--- config.mk ---
export PLATFORM = sky130hd
export DESIGN_NAME = bcd_digit_encoder
export DESIGN_NICKNAME = d
export VERILOG_FILES = /design/src/rtl/bcd_digit_encoder.sv
export SDC_FILE = /design/constraint.sdc
export NUM_CORES = 1
export LEC_CHECK = 0
export CORE_ASPECT_RATIO = 1.4
export CORE_MARGIN = 3
export CORE_UTILIZATION = 45
export CTS_BUF_LIST = sky130_fd_sc_hd__clkbuf_4
export CTS_CLUSTER_DIAMETER = 200
export DETAILED_ROUTE_END_ITERATION = 10
export GPL_TIMING_DRIVEN = 0
export PLACE_DENSITY_LB_ADDON = 0.3
export RECOVER_POWER = 100
export SETUP_SLACK_MARGIN = 0.5
export SLEW_MARGIN = 5
export SYNTH_ARGS = -nofsm -noshare
export SYNTH_HDL_FRONTEND = slang
export SYNTH_SLANG_ARGS = --single-unit
--- constraint.sdc ---
create_clock -name clk -period 2.06 [get_ports clk]
set_clock_uncertainty 0.05 [all_clocks]
set_input_delay 0.412 -clock clk [delete_from_list [all_inputs] [get_ports clk]]
set_output_delay 0.412 -clock clk [all_outputs]
set_load 0.1 [all_outputs]
--- src/rtl/bcd_digit_encoder.sv ---
// Sequential binary-to-BCD converter (shift-add-3) with start/done handshake.
// Optional two's-complement input support enabled by defining NEG_SIGN_EN.
module bcd_digit_encoder #(
  parameter int DATA_W = 14
) (
  input  logic              clk,
  input  logic              rst_n,
  input  logic              start,
  input  logic [DATA_W-1:0] bin,
  output logic              busy,
  output logic              done,
  output logic [3:0]        ones,
  output logic [3:0]        tens,
  output logic [3:0]        hundreds,
  output logic [3:0]        thousands,
  output logic              ovf,
  output logic              neg
);

  typedef enum logic [1:0] {
    IDLE,
    SHIFT,
    DONE
  } state_t;

  state_t            state_q, state_d;
  logic [DATA_W-1:0] shreg_q, shreg_d;
  logic [15:0]       scratch_q, scratch_d;
  logic [4:0]        count_q, count_d;
  logic              ovf_n_q, ovf_n_d;
  logic              neg_n_q, neg_n_d;
  logic [15:0]       digits_q, digits_d;
  logic              ovf_q, ovf_d;
  logic              neg_q, neg_d;

  logic [DATA_W-1:0] mag;
  logic              sign;
  logic [16:0]       mag_ext;
  logic [15:0]       adj;

  always_comb begin
`ifdef NEG_SIGN_EN
    sign = bin[DATA_W-1];
    mag  = sign ? -bin : bin;
`else
    sign = 1'b0;
    mag  = bin;
`endif
    mag_ext = {{(17-DATA_W){1'b0}}, mag};
  end

  // One double-dabble step: correct every nibble, then shift the combined register.
  always_comb begin
    adj = scratch_q;
    for (int i = 0; i < 4; i++) begin
      if (adj[i*4 +: 4] >= 4'd5) begin
        adj[i*4 +: 4] = adj[i*4 +: 4] + 4'd3;
      end
    end
  end

  always_comb begin
    state_d   = state_q;
    shreg_d   = shreg_q;
    scratch_d = scratch_q;
    count_d   = count_q;
    ovf_n_d   = ovf_n_q;
    neg_n_d   = neg_n_q;
    digits_d  = digits_q;
    ovf_d     = ovf_q;
    neg_d     = neg_q;

    case (state_q)
      IDLE: begin
        if (start) begin
          shreg_d   = mag;
          scratch_d = 16'h0000;
          count_d   = 5'(DATA_W);
          ovf_n_d   = (mag_ext > 17'd9999);
          neg_n_d   = sign;
          state_d   = SHIFT;
        end
      end
      SHIFT: begin
        scratch_d = {adj[14:0], shreg_q[DATA_W-1]};
        shreg_d   = shreg_q << 1;
        count_d   = count_q - 5'd1;
        // Results are loaded on the edge into DONE so they are valid while done is high.
        if (count_q == 5'd1) begin
          state_d  = DONE;
          digits_d = ovf_n_q ? 16'h9999 : {adj[14:0], shreg_q[DATA_W-1]};
          ovf_d    = ovf_n_q;
          neg_d    = neg_n_q;
        end
      end
      DONE: begin
        state_d = IDLE;
      end
      default: begin
        state_d = IDLE;
      end
    endcase
  end

  always_ff @(posedge clk or negedge rst_n) begin
    if (!rst_n) begin
      state_q   <= IDLE;
      shreg_q   <= '0;
      scratch_q <= 16'h0000;
      count_q   <= 5'd0;
      ovf_n_q   <= 1'b0;
      neg_n_q   <= 1'b0;
      digits_q  <= 16'h0000;
      ovf_q     <= 1'b0;
      neg_q     <= 1'b0;
    end else begin
      state_q   <= state_d;
      shreg_q   <= shreg_d;
      scratch_q <= scratch_d;
      count_q   <= count_d;
      ovf_n_q   <= ovf_n_d;
      neg_n_q   <= neg_n_d;
      digits_q  <= digits_d;
      ovf_q     <= ovf_d;
      neg_q     <= neg_d;
    end
  end

  assign busy      = (state_q != IDLE);
  assign done      = (state_q == DONE);
  assign ones      = digits_q[3:0];
  assign tens      = digits_q[7:4];
  assign hundreds  = digits_q[11:8];
  assign thousands = digits_q[15:12];
  assign ovf       = ovf_q;
  assign neg       = neg_q;

endmodule

-- After elaboration in Yosys (flattened, before gate mapping)
Index checks and enable logic that the tools add are counted.
- register bits: 55
- input bits: 17
- output and inout bits: 20
- logic and storage cells: 43
- $add $sub $neg: 5
- $lt $le $gt $ge: 5
- equality and inequality tests: 5
- muxes and demuxes: 14
- reductions and logical operators: 7
- operators by type and width (kind ; count):
    $mux W16 ; 2
    $pmux W16 S2 ; 1
    $pmux W14 S2 ; 1
    $ge A4 B3 Y1 const B ; 4
    $gt A14 B14 Y1 const B ; 1
    $mux W14 ; 1
    $add A4 B2 Y4 const B ; 3
    $mux W4 ; 3
    $pmux W5 S2 ; 1
    $reduce_and A2 Y1 ; 4
    $eq A5 B1 Y1 const B ; 1
    $mux W5 ; 1
    $sub A5 B1 Y5 const B ; 1
    $mux W2 ; 2
    $ne A2 B2 Y1 const B ; 2
    $pmux W2 S2 ; 1
    $reduce_bool A2 Y1 ; 2
    $add A3 B2 Y3 const B ; 1
    $mux W3 ; 1
    $eq A2 B1 Y1 const B ; 1
    $eq A2 B2 Y1 const B ; 1
    $logic_not A2 Y1 ; 1

-- Depth between registers and ports, before layout
Gate-level depths: netlist (run 1).
- word-level depth: 3
- depth in mapped cells: 8
- gate-level depth less buffers: 7

-- Worst setup path after synthesis (run 1)
Ideal clock, no wire load.
- path kind: register -> output
- start: register state_q[1]
- end: output port done
- arrival time: 1.781 ns
- data required time: 1.598 ns
- setup slack: -0.183 ns
- cell stages (with the launch flop): 2
- path buffers: 0
- cells stage by stage: dfrtp_1 nor2b_1
- word-level cells in the longest chain between the ends: 1
- ends and longest elaborated chain (element ; line ; RTL):
    from (decl) ; 26 ; state_t state_q, state_d;
    from (signal assigned) ; 117 ; state_q <= state_d;
    $eq A2 B2 Y1 ; 130 ; assign done = (state_q == DONE);
    to (decl) ; 11 ; output logic done,
No other way between the ends.

-- Worst setup path after layout (run 1)
- start: register state_q[0]
- end: output port busy
- word-level cells in the longest chain between the ends: 1
- ends and longest elaborated chain (element ; line ; RTL):
    $reduce_bool A2 Y1 ; 129 ; assign busy = (state_q != IDLE);
    to (decl) ; 10 ; output logic busy,
No other way between the ends.

==> results.tsv, run 1 <==
metric	value	unit
type of the most critical hold path	reg -> reg	
total of warnings raised by yosys	0	
total overflow reported by the global router	0	
CP max stage cell	sky130_fd_sc_hd__dfrtp_1	
clk buf depth	2	
headroom to the max-slew limit	0.226	
number of storage elements in the synthesis netlist	55	
die area	6830	µm²
top fanout value on the critical path	4	
antenna violations before repair	0	
Final period util	0.855	
TritonRoute pass-1 iters	5	
synthesized area	2640	µm²
setup-violating endpoint count in the final report	0	
CTS buffer count	5	
global-route wire length before repair	10.4	mm
Routed WL	6.70	mm
worst slack at placement	-133	ps
post-synth top area cell	sky130_fd_sc_hd__dfrtp_1	
path depth of the worst reg2reg path	6	
top area cells in the synthesized netlist	sky130_fd_sc_hd__dfrtp_1, sky130_fd_sc_hd__nand2_1, sky130_fd_sc_hd__o21ai_0, sky130_fd_sc_hd__ha_1, sky130_fd_sc_hd__a22oi_1	
share of synthesized area occupied by flip-flops and latches	0.522	
post-synthesis share of cell area spent on xor and xnor gates	0.0133	
RSZ-0062 raised after global routing	yes	
most used standard cell by instance count after synthesis	sky130_fd_sc_hd__dfrtp_1	
maximum capacitance violations	0	
Net Count, Synth	293	
capture point of the worst path	busy	
minimum clock period after layout	1760	ps
required time of the critical path	1600	ps
# DRC	0	
type of destination of the critical path	output port	
I/O pin count	37	
critical register-to-register path startpoint	state_q[0]	
via count of the first global-routing pass	2227	
Starting Density	0.471	
clock slew seen by the registers of the worst setup and hold paths	140	ps
share of async-settable or async-resettable flops after synthesis	1.00	
number of flops mapped to enable cells by yosys	0	
Gate Count Post-Synth	266	
Post-Synth Simple-Gate Area	0.181	
largest incremental delay on the critical path	450	ps
Antenna Cells	0	
Worst Tran Pin Value	1160	ps
CTS tree	done	
count of fill cells added during filler insertion	467	
combined area of the multi-input logic cells	1360	µm²
per-cell via count in the routed design	5.57	
maximum number of pins on one net before global-route repair	37	
GP Congestion	0.793	
Critical Setup Path Class	reg -> out	
Post-Synth Adder-Cell Area	0.0474	
status	finished clean	
share of final-layout standard cells stronger than drive strength 1	0.349	
estimated wirelength of the detail-placed design	4.18	mm
type of element launching the critical path	register	
Post-synth top cells	sky130_fd_sc_hd__dfrtp_1, sky130_fd_sc_hd__nand2_1, sky130_fd_sc_hd__o21ai_0	
Placement Rows	32	
Hold Fails Final Rpt	0	
routed wire length per instance	16.6	µm
number of distinct standard cells referenced by the synthesized netlist	40	
setup ws final	299	ps
clock net sink count	55	
final net count	362	
Sequential cell area	1380	µm²
Placeable Area	5610	µm²
global-route usage over all layers	0.187	
multiplexer share of the synthesized area	0.0171	
area growth from synthesis to layout	36.8	%
reg2reg end	ovf_n_q	
prevailing post-synth register cell	sky130_fd_sc_hd__dfrtp_1	
Detail Route Antenna Nets	0	
largest family of logic cells by synthesized area	simple AND/OR/NAND/NOR gates	
average cell area after synthesis	9.92	µm²
setup tns final	0	ps
start point of the critical path	state_q[0]	
crit path cell chain	nor2_1 -> inv_2 -> clkbuf_4	
number of I/O port buffers	35	
Arr. time, crit path	1300	ps
total number of H-tree levels	2	
via total after detailed routing	2243	
width of the die	70.7	µm
Max Transition Viols Final	0	
height of the die	96.6	µm
area share of the leading cell type in the synthesized netlist	0.522	
CTS root buf	sky130_fd_sc_hd__clkbuf_4	
upper clock frequency limit	0.568	GHz
initial detailed-routing violation count	173	
setup slack on the worst flop-to-flop path	310	ps
Compound-Gate Fraction of Synth Area	0.170	
Worst-Skew Late Latency	370	ps
cell usage in the layout (no fill, tap or decap), drive strengths merged, types with 2 or more instances in the layout:
| master | instances |
|---|---|
| dfrtp | 55 |
| nand2 | 48 |
| o21ai | 36 |
| clkbuf | 33 |
| buf | 32 |
| clkdlybuf4s50 | 15 |
| a22oi | 13 |
| inv | 13 |
| nand3 | 11 |
| nor2 | 11 |
| ha | 10 |
| a21oi | 10 |
| nor3 | 6 |
| nand2b | 5 |
| nor3b | 4 |
| or3b | 4 |
| a41oi | 4 |
| xnor2 | 4 |
| mux2 | 4 |
| o311ai | 2 |
| a31oi | 2 |
| nor2b | 2 |
| a211oi | 2 |
registers in the layout, indices dropped and copies added (netlist names):
signal	flops
count_q	5
digits_q	16
ovf	1
ovf_n_q	1
scratch_q	16
shreg_q	14
state_q	2
kinds of logic after synthesis:
logic type / Yosys count
multiplexers: 4
adder cells (fa/ha/maj): 10
other: 1
AND/OR/NAND/NOR: 93
buffers and inverters: 26
AO/OA/AOI/OAI: 73
XOR/XNOR: 4
flip-flops: 55
layer usage:
layer  wire length [µm]  track usage  vias to the layer above  share of wire
li1                   -            -                     1073              -
met1               2750        0.218                     1101           0.41
met2               3600        0.340                       60           0.54
met3                241       0.0333                        9          0.036
met4                105       0.0608                        0          0.016
met5                  0            0                        -              0
what timing repair did:
action | 4_1_cts | 5_1_grt
endpoints found under the setup margin | 41 | 57
setup buffers | 13 | 10
resized for setup | 144 | 103
hold buffers | 1 | 0
endpoints found under the hold margin | 19 | 0
cloned | 0 | 2
pin swaps | 6 | 15
through the flow:
step / cell area, µm² / hold WS (ps) / util / cells
after global placement: 3080 / 410 / 0.550 / 369
after global routing: 3610 / 469 / 0.644 / 403
after CTS: 3310 / 454 / 0.590 / 391
after floorplan: 2650 / 66.4 / - / 266
final: 3610 / 441 / 0.644 / 403
after detailed placement: 3100 / 348 / 0.552 / 370
critical path, delay by kind of cell, from the launching register on:
kind / cells / cell delay, ps
flip-flops: 1 / 450
AND/OR/NAND/NOR: 1 / 180
buffers and inverters: 2 / 310
final cells by class:
cell class | count | area share
timing repair buffer | 62 | 0.149
multi-input combinational | 185 | 0.376
clock buffer | 6 | 0.0125
clock inverter | 1 | 0.00832
buffer | 13 | 0.0319
tap | 68 | 0.0236
inverter | 13 | 0.0156
sequential | 55 | 0.382
worst min-delay path by stage:
stage / cells past startpoint / endpoint / slack (ps) / start
after floorplan: 0 / count_q[0] / 70 / rst_n
after global placement: 2 / digits_q[5] / 410 / digits_q[5]
after detailed placement: 1 / digits_q[5] / 350 / rst_n
after CTS: 2 / shreg_q[12] / 450 / shreg_q[12]
after global routing: 2 / digits_q[13] / 470 / digits_q[13]
final: 2 / digits_q[10] / 440 / digits_q[10]
Power of run 1 is not shown: default switching activity piles up to over one toggle a cycle in this logic, so the estimate is an artifact.
==> run 2, diff against run 1 <==
- CAP_MARGIN: unset -> 20
- HOLD_SLACK_MARGIN: unset -> 0.06
==> results.tsv, run 2 (same netlist as run 1, synthesis figures left out) <==
metric	value	unit
Max Transition Viols Final	0	
Placement Rows	32	
Placeable Area	5610	µm²
Detail Route Antenna Nets	0	
status	finished clean	
number of I/O port buffers	35	
height of the die	96.6	µm
maximum number of pins on one net before global-route repair	37	
die area	6830	µm²
Hold Fails Final Rpt	0	
global-route usage over all layers	0.187	
maximum capacitance violations	0	
estimated wirelength of the detail-placed design	4.18	mm
RSZ-0062 raised after global routing	yes	
global-route wire length before repair	10.4	mm
type of destination of the critical path	output port	
CTS buffer count	5	
I/O pin count	37	
Worst-Skew Late Latency	370	ps
setup-violating endpoint count in the final report	0	
CTS tree	done	
area growth from synthesis to layout	36.8	%
commonest cells after routing, fill and taps aside	sky130_fd_sc_hd__dfrtp_1, sky130_fd_sc_hd__nand2_1, sky130_fd_sc_hd__o21ai_0, sky130_fd_sc_hd__buf_4, sky130_fd_sc_hd__clkbuf_2	
path depth of the worst reg2reg path	6	
Worst Min Path Start	digits_q[10]	
reg2reg end	ovf_n_q	
CTS root buf	sky130_fd_sc_hd__clkbuf_4	
headroom to the max-slew limit	0.226	
share of final-layout standard cells stronger than drive strength 1	0.349	
registers with the highest flip-flop counts	digits_q x16, scratch_q x16, shreg_q x14	
total number of H-tree levels	2	
largest incremental delay on the critical path	450	ps
# DRC	0	
Hold Crit Endpoint	digits_q[10]	
Antenna Cells	0	
crit path cell chain	nor2_1 -> inv_2 -> clkbuf_4	
Arr. time, crit path	1300	ps
most frequent standard cell in the layout excluding fill and tap cells	sky130_fd_sc_hd__dfrtp_1	
type of element launching the critical path	register	
clock slew seen by the registers of the worst setup and hold paths	140	ps
clock net sink count	55	
top fanout value on the critical path	4	
critical register-to-register path startpoint	state_q[0]	
worst slack at placement	-133	ps
setup ws final	299	ps
Final period util	0.855	
via total after detailed routing	2243	
Starting Density	0.471	
Routed WL	6.70	mm
required time of the critical path	1600	ps
final net count	362	
Min-Delay Path Depth	2	
combined area of the multi-input logic cells	1360	µm²
upper clock frequency limit	0.568	GHz
via count of the first global-routing pass	2227	
GP Congestion	0.793	
minimum clock period after layout	1760	ps
Worst Tran Pin Value	1160	ps
Sequential cell area	1380	µm²
type of the most critical hold path	reg -> reg	
count of fill cells added during filler insertion	467	
routed wire length per instance	16.6	µm
Critical Setup Path Class	reg -> out	
total overflow reported by the global router	0	
TritonRoute pass-1 iters	5	
per-cell via count in the routed design	5.57	
width of the die	70.7	µm
initial detailed-routing violation count	173	
antenna violations before repair	0	
CP max stage cell	sky130_fd_sc_hd__dfrtp_1	
setup slack on the worst flop-to-flop path	310	ps
clk buf depth	2	
## run 2: how the worst max path moves through the flow
stage,end,cells past startpoint,startpoint
floorplan,busy,2,state_q[0]
global placement,shreg_q[5],1,rst_n
detailed placement,done,2,state_q[1]
CTS,busy,3,state_q[1]
global route,shreg_q[10],6,state_q[0]
finish,busy,3,state_q[0]
## run 2: stage by stage
stage	util	cells	TNS (ps)	area [µm²]	hold WS (ps)
final	0.644	403	0	3610	441
after global routing	0.644	403	0	3610	469
after CTS	0.590	391	0	3310	454
after detailed placement	0.552	370	-265	3100	348
after global placement	0.550	369	-62600	3080	410
after floorplan	-	266	0	2650	66.4
## run 2: layer usage
layer | track usage | wire, µm | part of all wire | up-vias
met5 | 0 | 0 | 0 | -
met4 | 0.0608 | 105 | 0.016 | 0
met3 | 0.0333 | 241 | 0.036 | 9
met2 | 0.340 | 3600 | 0.54 | 60
met1 | 0.218 | 2750 | 0.41 | 1101
li1 | - | - | - | 1073
## run 2: cell type report
type | instances | share of cell area
Inverter | 13 | 0.0156
Multi-Input combinational cell | 185 | 0.376
Buffer | 13 | 0.0319
Timing Repair Buffer | 62 | 0.149
Clock inverter | 1 | 0.00832
Sequential cell | 55 | 0.382
Tap cell | 68 | 0.0236
Clock buffer | 6 | 0.0125
## run 2: what timing repair did
item / 4_1_cts / 5_1_grt
setup endpoints to repair: 41 / 57
resized for setup: 144 / 103
buffers inserted: 13 / 10
cloned: 0 / 2
hold endpoints to repair: 19 / 0
pin swaps: 6 / 15
hold buffers: 1 / 0
## run 2: worst max-delay path: cells and delay by family, from the launching register on
kind                   cells  cell delay [ps]
buffers and inverters      2              310
flip-flops                 1              450
AND/OR/NAND/NOR            1              180
Power of run 2 is left out for the same reason.
==> run 3, diff against run 2 <==
- ABC_CLOCK_PERIOD_IN_PS: unset -> 2170
- HOLD_SLACK_MARGIN: 0.06 -> 0.03
- clock period: 2.06 -> 2.17 ns (I/O delays scaled with it)
==> results.tsv, run 3 (same netlist as run 1, synthesis figures left out) <==
metric	value	unit
status	finished clean	
type of destination of the critical path	register	
worst slack at placement	-45.0	ps
post-place instance area	3100	µm²
number of I/O port buffers	35	
Hold Fails Final Rpt	0	
Detail Route Antenna Nets	0	
required time of the critical path	2370	ps
Worst-Skew Late Latency	370	ps
via count of the first global-routing pass	2098	
minimum clock period after layout	1780	ps
upper clock frequency limit	0.561	GHz
per-cell via count in the routed design	5.48	
global-route usage over all layers	0.179	
Critical Setup Path Class	reg -> reg	
most frequent standard cell in the layout excluding fill and tap cells	sky130_fd_sc_hd__dfrtp_1	
maximum capacitance violations	0	
maximum number of pins on one net before global-route repair	37	
Routed WL	6.18	mm
height of the die	96.6	µm
width of the die	70.7	µm
type of the most critical hold path	reg -> reg	
minimum hold slack	442	ps
# DRC	0	
CTS tree	done	
Max Transition Viols Final	0	
TritonRoute pass-1 iters	4	
setup ws final	387	ps
RSZ-0062 raised after global routing	yes	
antenna violations before repair	0	
Antenna Cells	0	
area growth from synthesis to layout	24.1	%
GP Congestion	0.793	
total overflow reported by the global router	0	
via total after detailed routing	2141	
total number of H-tree levels	2	
top fanout value on the critical path	7	
cell area after layout	3280	µm²
clk buf depth	2	
global-route wire length before repair	9.91	mm
Final period util	0.822	
type of element launching the critical path	register	
Starting Density	0.471	
CTS buffer count	5	
estimated wirelength of the detail-placed design	4.18	mm
headroom to the max-slew limit	0.213	
Placement Rows	32	
I/O pin count	37	
count of fill cells added during filler insertion	522	
routed wire length per instance	15.8	µm
Arr. time, crit path	1990	ps
Placeable Area	5610	µm²
setup-violating endpoint count in the final report	0	
clock slew seen by the registers of the worst setup and hold paths	140	ps
Worst Tran Pin Value	1180	ps
final net count	350	
CTS root buf	sky130_fd_sc_hd__clkbuf_4	
die area	6830	µm²
share of final-layout standard cells stronger than drive strength 1	0.238	
registers with the highest flip-flop counts	digits_q x16, scratch_q x16, shreg_q x14	
commonest cells after routing, fill and taps aside	sky130_fd_sc_hd__dfrtp_1, sky130_fd_sc_hd__nand2_1, sky130_fd_sc_hd__o21ai_0, sky130_fd_sc_hd__clkbuf_2, sky130_fd_sc_hd__clkdlybuf4s50_1	
final design utilization	0.584	
clock net sink count	55	
initial detailed-routing violation count	122	
==> run 3: path summary, 6_finish.rpt <==
check                      depth (start not counted)         start  slack [ps]      endpoint
setup / recovery                                   7    state_q[0]         390   digits_q[2]
setup reg to reg                                   7    state_q[0]         390   digits_q[2]
min in group asynchronous                          2         rst_n         750   digits_q[5]
hold reg to reg                                    2  digits_q[10]         440  digits_q[10]
max in group asynchronous                          2         rst_n         550    state_q[1]
hold / removal                                     2  digits_q[10]         440  digits_q[10]
==> run 3: metal layers <==
metal  vias to the layer above  part of all wire  global-route usage
met5                         -                 0                   0
met4                         0             0.015              0.0463
met3                         9             0.037              0.0301
met2                        55              0.54               0.326
met1                      1042              0.40               0.213
li1                       1035                 -                   -
==> run 3: what timing repair did <==
item / in CTS / in global routing
hold buffers: 1 / 0
endpoints found under the hold margin: 19 / 0
buffers inserted: 5 / 7
gates resized for setup: 120 / 46
setup endpoints to repair: 26 / 46
pin swaps: 3 / 6
cloned: 0 / 1
==> run 3: layout make-up <==
type,count,area [µm²],area share
clock inverter,1,30.0,0.00917
sequential,55,1380,0.421
clock buffer,6,45.0,0.0138
buffer,13,81.3,0.0248
multi-input combinational,185,1180,0.361
inverter,13,53.8,0.0164
timing repair buffer,50,420,0.128
tap,68,85.1,0.0260
==> run 3: metrics by stage <==
step | cells | setup TNS [ps]
CTS | 383 | 0
floorplan | 266 | 0
global placement | 369 | -57580
finish | 391 | 0
detailed placement | 370 | -89.2
global route | 391 | 0
==> run 3: critical path, cell delays in order, from the launching register on <==
cell,delay [ps]
sky130_fd_sc_hd__dfrtp_1,460
sky130_fd_sc_hd__buf_4,160
sky130_fd_sc_hd__nor2b_1,120
sky130_fd_sc_hd__buf_4,150
sky130_fd_sc_hd__nand2_1,200
sky130_fd_sc_hd__clkinv_4,140
sky130_fd_sc_hd__nand2_1,250
sky130_fd_sc_hd__o21ai_0,130
Power of run 3 is left out for the same reason.
